$ cat config.mk
export PLATFORM = sky130hd
export DESIGN_NAME = rep3_serial_tx
export DESIGN_NICKNAME = d
export VERILOG_FILES = /design/src/rtl/rep3_pkg.sv /design/src/rtl/rep3_chip_timer.sv /design/src/rtl/rep3_serial_tx.sv
export SDC_FILE = /design/constraint.sdc
export NUM_CORES = 1
export LEC_CHECK = 0
export CORE_MARGIN = 3
export CORE_UTILIZATION = 56
export CTS_BUF_LIST = sky130_fd_sc_hd__clkbuf_4 sky130_fd_sc_hd__clkbuf_8
export DETAILED_ROUTE_END_ITERATION = 12
export DONT_BUFFER_PORTS = 1
export PLACE_DENSITY = 0.71
export SYNTH_ARGS = -nofsm -noshare
export SYNTH_HDL_FRONTEND = slang
export SYNTH_SLANG_ARGS = --single-unit
$ cat constraint.sdc
create_clock -name clk -period 1.9 [get_ports clk]
set_input_delay 0.19 -clock clk [delete_from_list [all_inputs] [get_ports clk]]
set_output_delay 0.19 -clock clk [all_outputs]
set_load 0.005 [all_outputs]
$ cat src/rtl/rep3_pkg.sv
// Shared types and constants for the triple-repetition serial link.
// Every frame bit is sent as REP identical chips so the receiver can take a 2-of-3 majority vote.
package rep3_pkg;

    typedef enum logic [1:0] {
        IDLE,
        START,
        DATA,
        STOP
    } state_t;

    localparam int   REP       = 3;
    localparam logic START_BIT = 1'b0;
    localparam logic STOP_BIT  = 1'b1;

    // Counter width that never collapses to zero bits for a modulus of 1.
    function automatic int cnt_w(input int n);
        return (n <= 1) ? 1 : $clog2(n);
    endfunction

endpackage

$ cat src/rtl/rep3_chip_timer.sv
// Chip timer: counts clk cycles while a frame is active and strobes chip_end on the last cycle of each chip.
module rep3_chip_timer
    import rep3_pkg::*;
#(
    parameter int CLKS_PER_CHIP = 1
) (
    input  logic clk,
    input  logic rst_n,
    input  logic en,
    input  logic clr,
    output logic chip_end
);

    localparam int CW = cnt_w(CLKS_PER_CHIP);

    logic [CW-1:0] chip_cnt;

    assign chip_end = en && (chip_cnt == CW'(CLKS_PER_CHIP - 1));

    always_ff @(posedge clk or negedge rst_n) begin
        if (!rst_n) begin
            chip_cnt <= '0;
        end else if (clr || chip_end) begin
            chip_cnt <= '0;
        end else if (en) begin
            chip_cnt <= chip_cnt + CW'(1);
        end
    end

endmodule

$ cat src/rtl/rep3_serial_tx.sv
// Transmit side of the triple-repetition serial link: frames each accepted word as start, data LSB-first, stop.
// Every frame bit goes out as REP chips. tx_out comes straight from a flop, so the line never glitches.
//
// state | meaning
// IDLE  | line high, ready_out=1, waiting for valid_in
// START | sending start bit (0) as REP chips
// DATA  | sending shift_q[0] as REP chips, DATA_W bits LSB first
// STOP  | sending stop bit (1) as REP chips; goes to IDLE and pulses done
module rep3_serial_tx
    import rep3_pkg::*;
#(
    parameter int DATA_W        = 8,
    parameter int CLKS_PER_CHIP = 1
) (
    input  logic              clk,
    input  logic              rst_n,
    input  logic [DATA_W-1:0] data_in,
    input  logic              valid_in,
    output logic              ready_out,
    output logic              tx_out,
    output logic              busy,
    output logic              done
);

    localparam int BW = cnt_w(DATA_W);

    state_t            state, state_n;
    logic [1:0]        rep_cnt, rep_cnt_n;
    logic [BW-1:0]     bit_cnt, bit_cnt_n;
    logic [DATA_W-1:0] shift_q, shift_n;
    logic              tx_q, tx_n;
    logic              done_q, done_n;
    logic              accept;
    logic              chip_end;
    logic              rep_end;

    assign busy      = (state != IDLE);
    assign ready_out = (state == IDLE);
    assign accept    = valid_in && ready_out;
    assign rep_end   = chip_end && (rep_cnt == 2'(REP - 1));
    assign tx_out    = tx_q;
    assign done      = done_q;

    rep3_chip_timer #(
        .CLKS_PER_CHIP(CLKS_PER_CHIP)
    ) u_chip_timer (
        .clk     (clk),
        .rst_n   (rst_n),
        .en      (busy),
        .clr     (accept),
        .chip_end(chip_end)
    );

    always_comb begin
        state_n   = state;
        rep_cnt_n = rep_cnt;
        bit_cnt_n = bit_cnt;
        shift_n   = shift_q;
        done_n    = 1'b0;
        tx_n      = STOP_BIT;

        if (chip_end) begin
            rep_cnt_n = rep_end ? 2'd0 : rep_cnt + 2'd1;
        end

        case (state)
            IDLE: begin
                if (accept) begin
                    state_n   = START;
                    shift_n   = data_in;
                    rep_cnt_n = 2'd0;
                    bit_cnt_n = '0;
                end
            end
            START: begin
                if (rep_end) state_n = DATA;
            end
            DATA: begin
                if (rep_end) begin
                    shift_n = shift_q >> 1;
                    if (bit_cnt == BW'(DATA_W - 1)) begin
                        bit_cnt_n = '0;
                        state_n   = STOP;
                    end else begin
                        bit_cnt_n = bit_cnt + BW'(1);
                    end
                end
            end
            STOP: begin
                if (rep_end) begin
                    state_n = IDLE;
                    done_n  = 1'b1;
                end
            end
            default: state_n = IDLE;
        endcase

        // Line value for the coming cycle, so tx_out lines up with the state it belongs to.
        case (state_n)
            START:   tx_n = START_BIT;
            DATA:    tx_n = shift_n[0];
            default: tx_n = STOP_BIT;
        endcase
    end

    always_ff @(posedge clk or negedge rst_n) begin
        if (!rst_n) begin
            state   <= IDLE;
            rep_cnt <= 2'd0;
            bit_cnt <= '0;
            shift_q <= '0;
            tx_q    <= 1'b1;
            done_q  <= 1'b0;
        end else begin
            state   <= state_n;
            rep_cnt <= rep_cnt_n;
            bit_cnt <= bit_cnt_n;
            shift_q <= shift_n;
            tx_q    <= tx_n;
            done_q  <= done_n;
        end
    end

endmodule

==> summary.txt, run 1 <==
Cells and area
  • Diodes inserted: 0
  • Filler cell count: 101
  • Layout cell share with drive strength beyond 1: 14.12%
  • Area of the multi-input gates: 387.9 sq um
  • Layout area overhead: 8.151%
  • Most frequent cells in the layout: dfrtp_1, nand2_1, a22oi_1
  • Finished Core Util: 68.04%
  • Final #Nets: 99
  • FF/Latch Area: 451.7 sq um
  • Most common cell after layout, fill and taps aside: dfrtp_1

Synthesis
  • Synth unique cells: 31
  • Avg Inst Size Synth: 10.74 sq um
  • Syn_nets: 93
  • Seq cells post-synth: 18
  • Total number of yosys warnings: 0
  • Syn Std Cell Area: 859.6 sq um
  • Mapped Cells: 80
  • Sequential fraction of the synthesis area: 52.55%

Placement
  • Port Buffer Count: 0
  • GP Congestion: 0.7147
  • Dpl hpwl: 1.148 mm
  • Pre-CTS WS: 0.4130 ns

Pwr
  • PD cells: 1507 nW/um^2
  • Int Pwr: 0.0008874 W
  • Worst vdd ir: 0.8863 mV
  • Power Total: 0.001401 W
  • Clock network power share: 16.7%
  • Sw Pwr: 0.0005136 W
  • Seq pwr share: 50.3%
  • Combinational share of power: 33.1%
  • Leak: 0.4182 nW
  • Sw Share: 36.66%

GRT
  • Initial antenna violation count: 0
  • Gr usage total: 19.12%
  • GR met3 Demand/Resource: 3.187%
  • Largest net degree at the start of global routing: 19
  • First-pass GRT wire length: 2.760 mm
  • Vias in the first global route: 646
  • GRT met2 Usage: 29.38%
  • Met1 Resource Use GR: 24.74%
  • Grt ovf: 0
  • Most used routing layer: met2

Hold path
  • Hold Path Origin: data_in[7]
  • Hold-critical path endpoint: shift_q[7]
  • Worst Hold Depth: 2
  • Hold Path Class: in -> reg

Route
  • Routed Antenna Nets: 0
  • Residual DRC count: 0
  • First-pass DRT Iterations: 4
  • Initial drt markers: 15
  • Average wire per standard cell: 15.80 um
  • Detailed-route via count: 631
  • Final WL: 1.580 mm
  • Vias per cell: 6.310

Clocking
  • TritonCTS Sinks: 18
  • Post-CTS Repair Setup Buffers: 0
  • CTS tree: yes
  • Clock latency on the worst-skew pair: 0.30 ns
  • Number of H-tree levels: 1
  • Post_cts resized: 0
  • Cell chosen for the clock root: clkbuf_4
  • CTS buffer count: 3
  • Worst-path clk slew: 0.10 ns
  • Clock buffer depth: 2

Worst setup path
  • Critical Path Source: state[0]
  • R2R Path End: shift_q[4]
  • Worst Path Arrival: 1.36 ns
  • R2r startpoint: u_chip_timer.chip_cnt
  • Crit path kind: reg -> out
  • CP required: 1.71 ns
  • R2R depth: 4
  • CP Launch Type: flop
  • Delay-heaviest family, CP: flip-flops
  • Slowest CP cell: dfrtp_1
  • Largest stage delay, worst path: 0.50 ns
  • Crit. End Element: primary output
  • FF-to-FF setup slack: 0.38 ns
  • Crit-path cells: nor2_1, inv_1
  • Worst-path maximum fanout: 8
  • WP buf/inv: 1

Die
  • Die Y: 45.18 um
  • Core Box Area: 1366 sq um
  • # rows: 13
  • Number of I/O pins: 15
  • Die Wd: 45.18 um
  • Area of the die: 2041 sq um
  • Starting density of the core: 62.91%

Timing
  • Setup ws final: 0.3494 ns
  • Aggregate negative setup slack: 0 ns
  • Fin crit share: 81.61%
  • Worst clock skew: 0.005575 ns
  • F_max: 644.9 MHz
  • Worst Tran Pin Value: 0.7993 ns
  • Final hold viol count: 0
  • Worst hold slack: 0.01114 ns
  • RSZ-0062 raised after global routing: no
  • Relative slew slack: 46.54%
  • Fin crit period: 1.551 ns
  • Final setup viols: 0
  • Max-slew violation count: 0

Run status
  • Run status: finished, final reports clean

Job
  • Max_cap viols: 0
flip-flops by register name (all words and copies together), names as in the netlist:
name and count:
shift_q 8, bit_cnt 3, rep_cnt 2, state 2, done 1, tx_out 1
u_chip_timer.chip_cnt 1
through the flow:
stage | cells | cell area, sq um
6_report | 100 | 929.6
5_1_grt | 100 | 929.6
4_1_cts | 100 | 929.6
3_5_place_dp | 94 | 873.3
3_3_place_gp | 94 | 873.3
2_1_floorplan | 80 | 859.6
routing by layer:
metal	part of all wire, %	vias to the layer above
met5	0	-
met4	2.7	0
met3	4.5	5
met2	47	19
met1	46	307
li1	-	300
what timing repair did:
item                                   in CTS  in global routing
endpoints found under the hold margin      19                  0
setup endpoints to repair                   0                  0
hold buffers                                2                  0
layout make-up:
type	count	share of cell area (%)
clock buffers	4	3.903
multi-input cells	58	41.72
flip-flops and latches	18	48.59
repair buffers	3	2.961
well taps	15	2.019
inverters	2	0.8075
worst register-to-register path: cells and delay by family (launching register included):
kind,cells,cell delay (ns)
compound gates,1,0.13
flops,1,0.47
simple gates,3,0.86
cells in the mapped netlist:
library cell   n  share of area, %
a22oi_1        7               6.1
nand2_1       16               7.0
inv_1          2              0.87
nand3b_1       1              0.87
nor3_1         1              0.58
nand4bb_1      1               1.3
a32o_1         1               1.2
ha_1           2               2.9
a22o_1         1               1.0
and4bb_2       1               1.5
dfstp_2        1               3.1
a21oi_1        2               1.2
buf_2          1              0.58
mux2i_1        1               1.2
xnor2_1        1               1.0
nor2_1         4               1.7
nor3b_2        1               1.5
a21o_1         1              0.87
buf_4          1              0.87
nor3_4         1               1.9
nor3b_1        2               1.7
or4_1          1              0.87
and2_1         1              0.73
or4b_1         1               1.2
a211oi_1       1              0.87
dfrtp_1       17                49
o21ai_0        6               3.5
a211oi_2       1               1.5
nor2b_1        1              0.73
a21oi_2        1               1.0
or3b_4         1               1.3
worst max path at each step:
stage	to	cells past startpoint
after global routing	tx_out	4
after detailed placement	shift_q[4]	4
after floorplan	bit_cnt[1]	3
final	busy	2
after CTS	shift_q[4]	4
after global placement	tx_out	4
cells by family after synthesis:
kind of cell	after synthesis	share of synthesized area, %
adder cells (fa/ha/maj)	2	2.911
AO/OA/AOI/OAI	21	17.18
XOR/XNOR	1	1.019
flip-flops	18	52.55
buffers and inverters	4	2.329
AND/OR/NAND/NOR	33	22.85
multiplexers	1	1.165
power by group through the flow:
stage                     sequential [W]  clock, W  combinational [W]
final                           0.000704  0.000233           0.000463
after floorplan                 0.000653         0           0.000404
after CTS                       0.000704  0.000241           0.000468
after detailed placement        0.000708         0           0.000454
after global routing            0.000727  0.000254           0.000532
after global placement          0.000704         0           0.000436
Note: power is estimated with default switching activity, not from simulation.
==> run 2: changes to the inputs <==
Clock period 1.9 ns to 1.5 ns, I/O delays scaled along.
==> summary.txt, run 2 (synthesis results as in run 1) <==
Run status
  • Run status: finished, final reports clean

Route
  • Initial drt markers: 16
  • Routed Antenna Nets: 0
  • Final WL: 1.923 mm
  • Detailed-route via count: 692
  • Residual DRC count: 0
  • Average wire per standard cell: 16.87 um
  • Vias per cell: 6.070
  • First-pass DRT Iterations: 4

Placement
  • Placed insts: 98
  • Port Buffer Count: 0
  • GP Congestion: 0.7736
  • Dpl hpwl: 1.197 mm
  • Pre-CTS WS: 0.03249 ns

Timing
  • Fin crit period: 1.492 ns
  • Setup ws final: 0.008476 ns
  • Final setup viols: 0
  • RSZ-0062 raised after global routing: yes
  • Worst clock skew: 0.005121 ns
  • Final hold viol count: 0
  • Max-slew violation count: 0
  • Fin crit share: 99.43%
  • F_max: 670.5 MHz
  • Relative slew slack: 47.00%
  • Worst Tran Pin Value: 0.7924 ns

Clocking
  • Worst-path clk slew: 0.10 ns
  • Number of H-tree levels: 1
  • CTS tree: yes
  • Clock latency on the worst-skew pair: 0.30 ns
  • Clock buffer depth: 2
  • TritonCTS Sinks: 18
  • CTS buffer count: 3
  • Cell chosen for the clock root: clkbuf_4

Cells and area
  • Layout cell share with drive strength beyond 1: 24.24%
  • Layout area overhead: 26.64%
  • Final #Nets: 113
  • Most common cell after layout, fill and taps aside: nand2_1
  • Largest register FFs: 8
  • Largest reg by FF count: shift_q
  • Filler cell count: 84
  • Diodes inserted: 0
  • Top Registers: shift_q x8, bit_cnt x3
  • Most frequent cells in the layout: nand2_1, dfrtp_1, dlygate4sd3_1
  • Post-route insts no fill: 114

Worst setup path
  • FF-to-FF setup slack: 0.008 ns
  • Critical Path Sink: tx_out
  • R2r startpoint: bit_cnt[0]
  • Crit. End Element: flop
  • Worst-path maximum fanout: 3
  • R2R Path End: tx_out
  • Crit path kind: reg -> reg
  • R2R depth: 6
  • CP required: 1.73 ns
  • CP Launch Type: flop
  • Worst Path Arrival: 1.72 ns
  • Critical Path Source: bit_cnt[0]

Die
  • # rows: 13
  • Starting density of the core: 62.91%
  • Core Box Area: 1366 sq um
  • Die Y: 45.18 um
  • Area of the die: 2041 sq um
  • Die Wd: 45.18 um
  • Number of I/O pins: 15

GRT
  • First-pass GRT wire length: 2.967 mm
  • Largest net degree at the start of global routing: 19
  • Gr usage total: 20.76%
  • Initial antenna violation count: 0
  • Vias in the first global route: 654
  • Grt ovf: 0

Job
  • Max_cap viols: 0

Pwr
  • Power Total: 0.001963 W
  • PD cells: 1803 nW/um^2
  • Leak: 0.4892 nW
  • Worst vdd ir: 1.357 mV

Hold path
  • Hold Path Class: in -> reg
  • Worst Hold Depth: 3
## run 2: repair_timing
item | in CTS | in global routing
setup endpoints to repair | 0 | 11
hold endpoints to repair | 25 | 1
buffers inserted | 0 | 3
hold buffers | 8 | 1
resized for setup | 0 | 8
## run 2: final cells by class
| class | instances | area, sq um | share of cell area [%] |
|---|---|---|---|
| Clock buffer | 4 | 36.28 | 3.333 |
| Inverter | 2 | 7.507 | 0.6897 |
| Tap cell | 15 | 18.77 | 1.724 |
| Timing Repair Buffer | 17 | 162.7 | 14.94 |
| Sequential cell | 18 | 454.2 | 41.72 |
| Multi-Input combinational cell | 58 | 409.1 | 37.59 |
## run 2: worst min-delay path by stage
stage	start	end	slack, ns
floorplan	rst_n	bit_cnt[0]	-0.15
global placement	rst_n	rep_cnt[1]	-0.15
detailed placement	rst_n	u_chip_timer.chip_cnt	-0.15
CTS	data_in[4]	shift_q[4]	0.002
global route	valid_in	bit_cnt[1]	0.05
finish	valid_in	bit_cnt[1]	0.05
## run 2: worst max-delay path, cell delays in order (launching register included)
cell       delay (ns)
dfrtp_1          0.39
ha_1             0.19
ha_2             0.20
nand4bb_1        0.13
a211oi_2         0.26
a211oi_1         0.08
mux2i_1          0.16
## run 2: power breakdown
group          leakage (nW)  internal [W]  switching [W]
clock network        0.0210      0.000148       0.000153
registers             0.222      0.000712       0.000204
logic                 0.246      0.000361       0.000385
total                 0.489       0.00122       0.000742
## run 2: metal layers
| layer | GRT usage, % | vias to the layer above | share of wire [%] |
|---|---|---|---|
| met5 | 0 | - | 0 |
| met4 | 12.28 | 0 | 4.2 |
| met3 | 5.578 | 10 | 4.6 |
| met2 | 29.10 | 24 | 48 |
| met1 | 28.50 | 328 | 43 |
| li1 | - | 330 | - |
## run 2: through the flow
stage          instance area, sq um  utilization [%]  hold WS [ns]  setup TNS (ns)
2_1_floorplan                 859.6                -       -0.1456               0
3_3_place_gp                  903.4            66.12       -0.1452               0
3_5_place_dp                  903.4            66.12       -0.1451               0
4_1_cts                        1020            74.63      0.002386               0
5_1_grt                        1089            79.67       0.04994         -0.1102
6_report                       1089            79.67       0.05308               0
==> run 3: changes to the inputs <==
Clock period 1.5 ns to 1.9 ns, I/O delays scaled along.
==> results of run 3 <==
Final layout, timing and power as in run 1 (identical DEF).
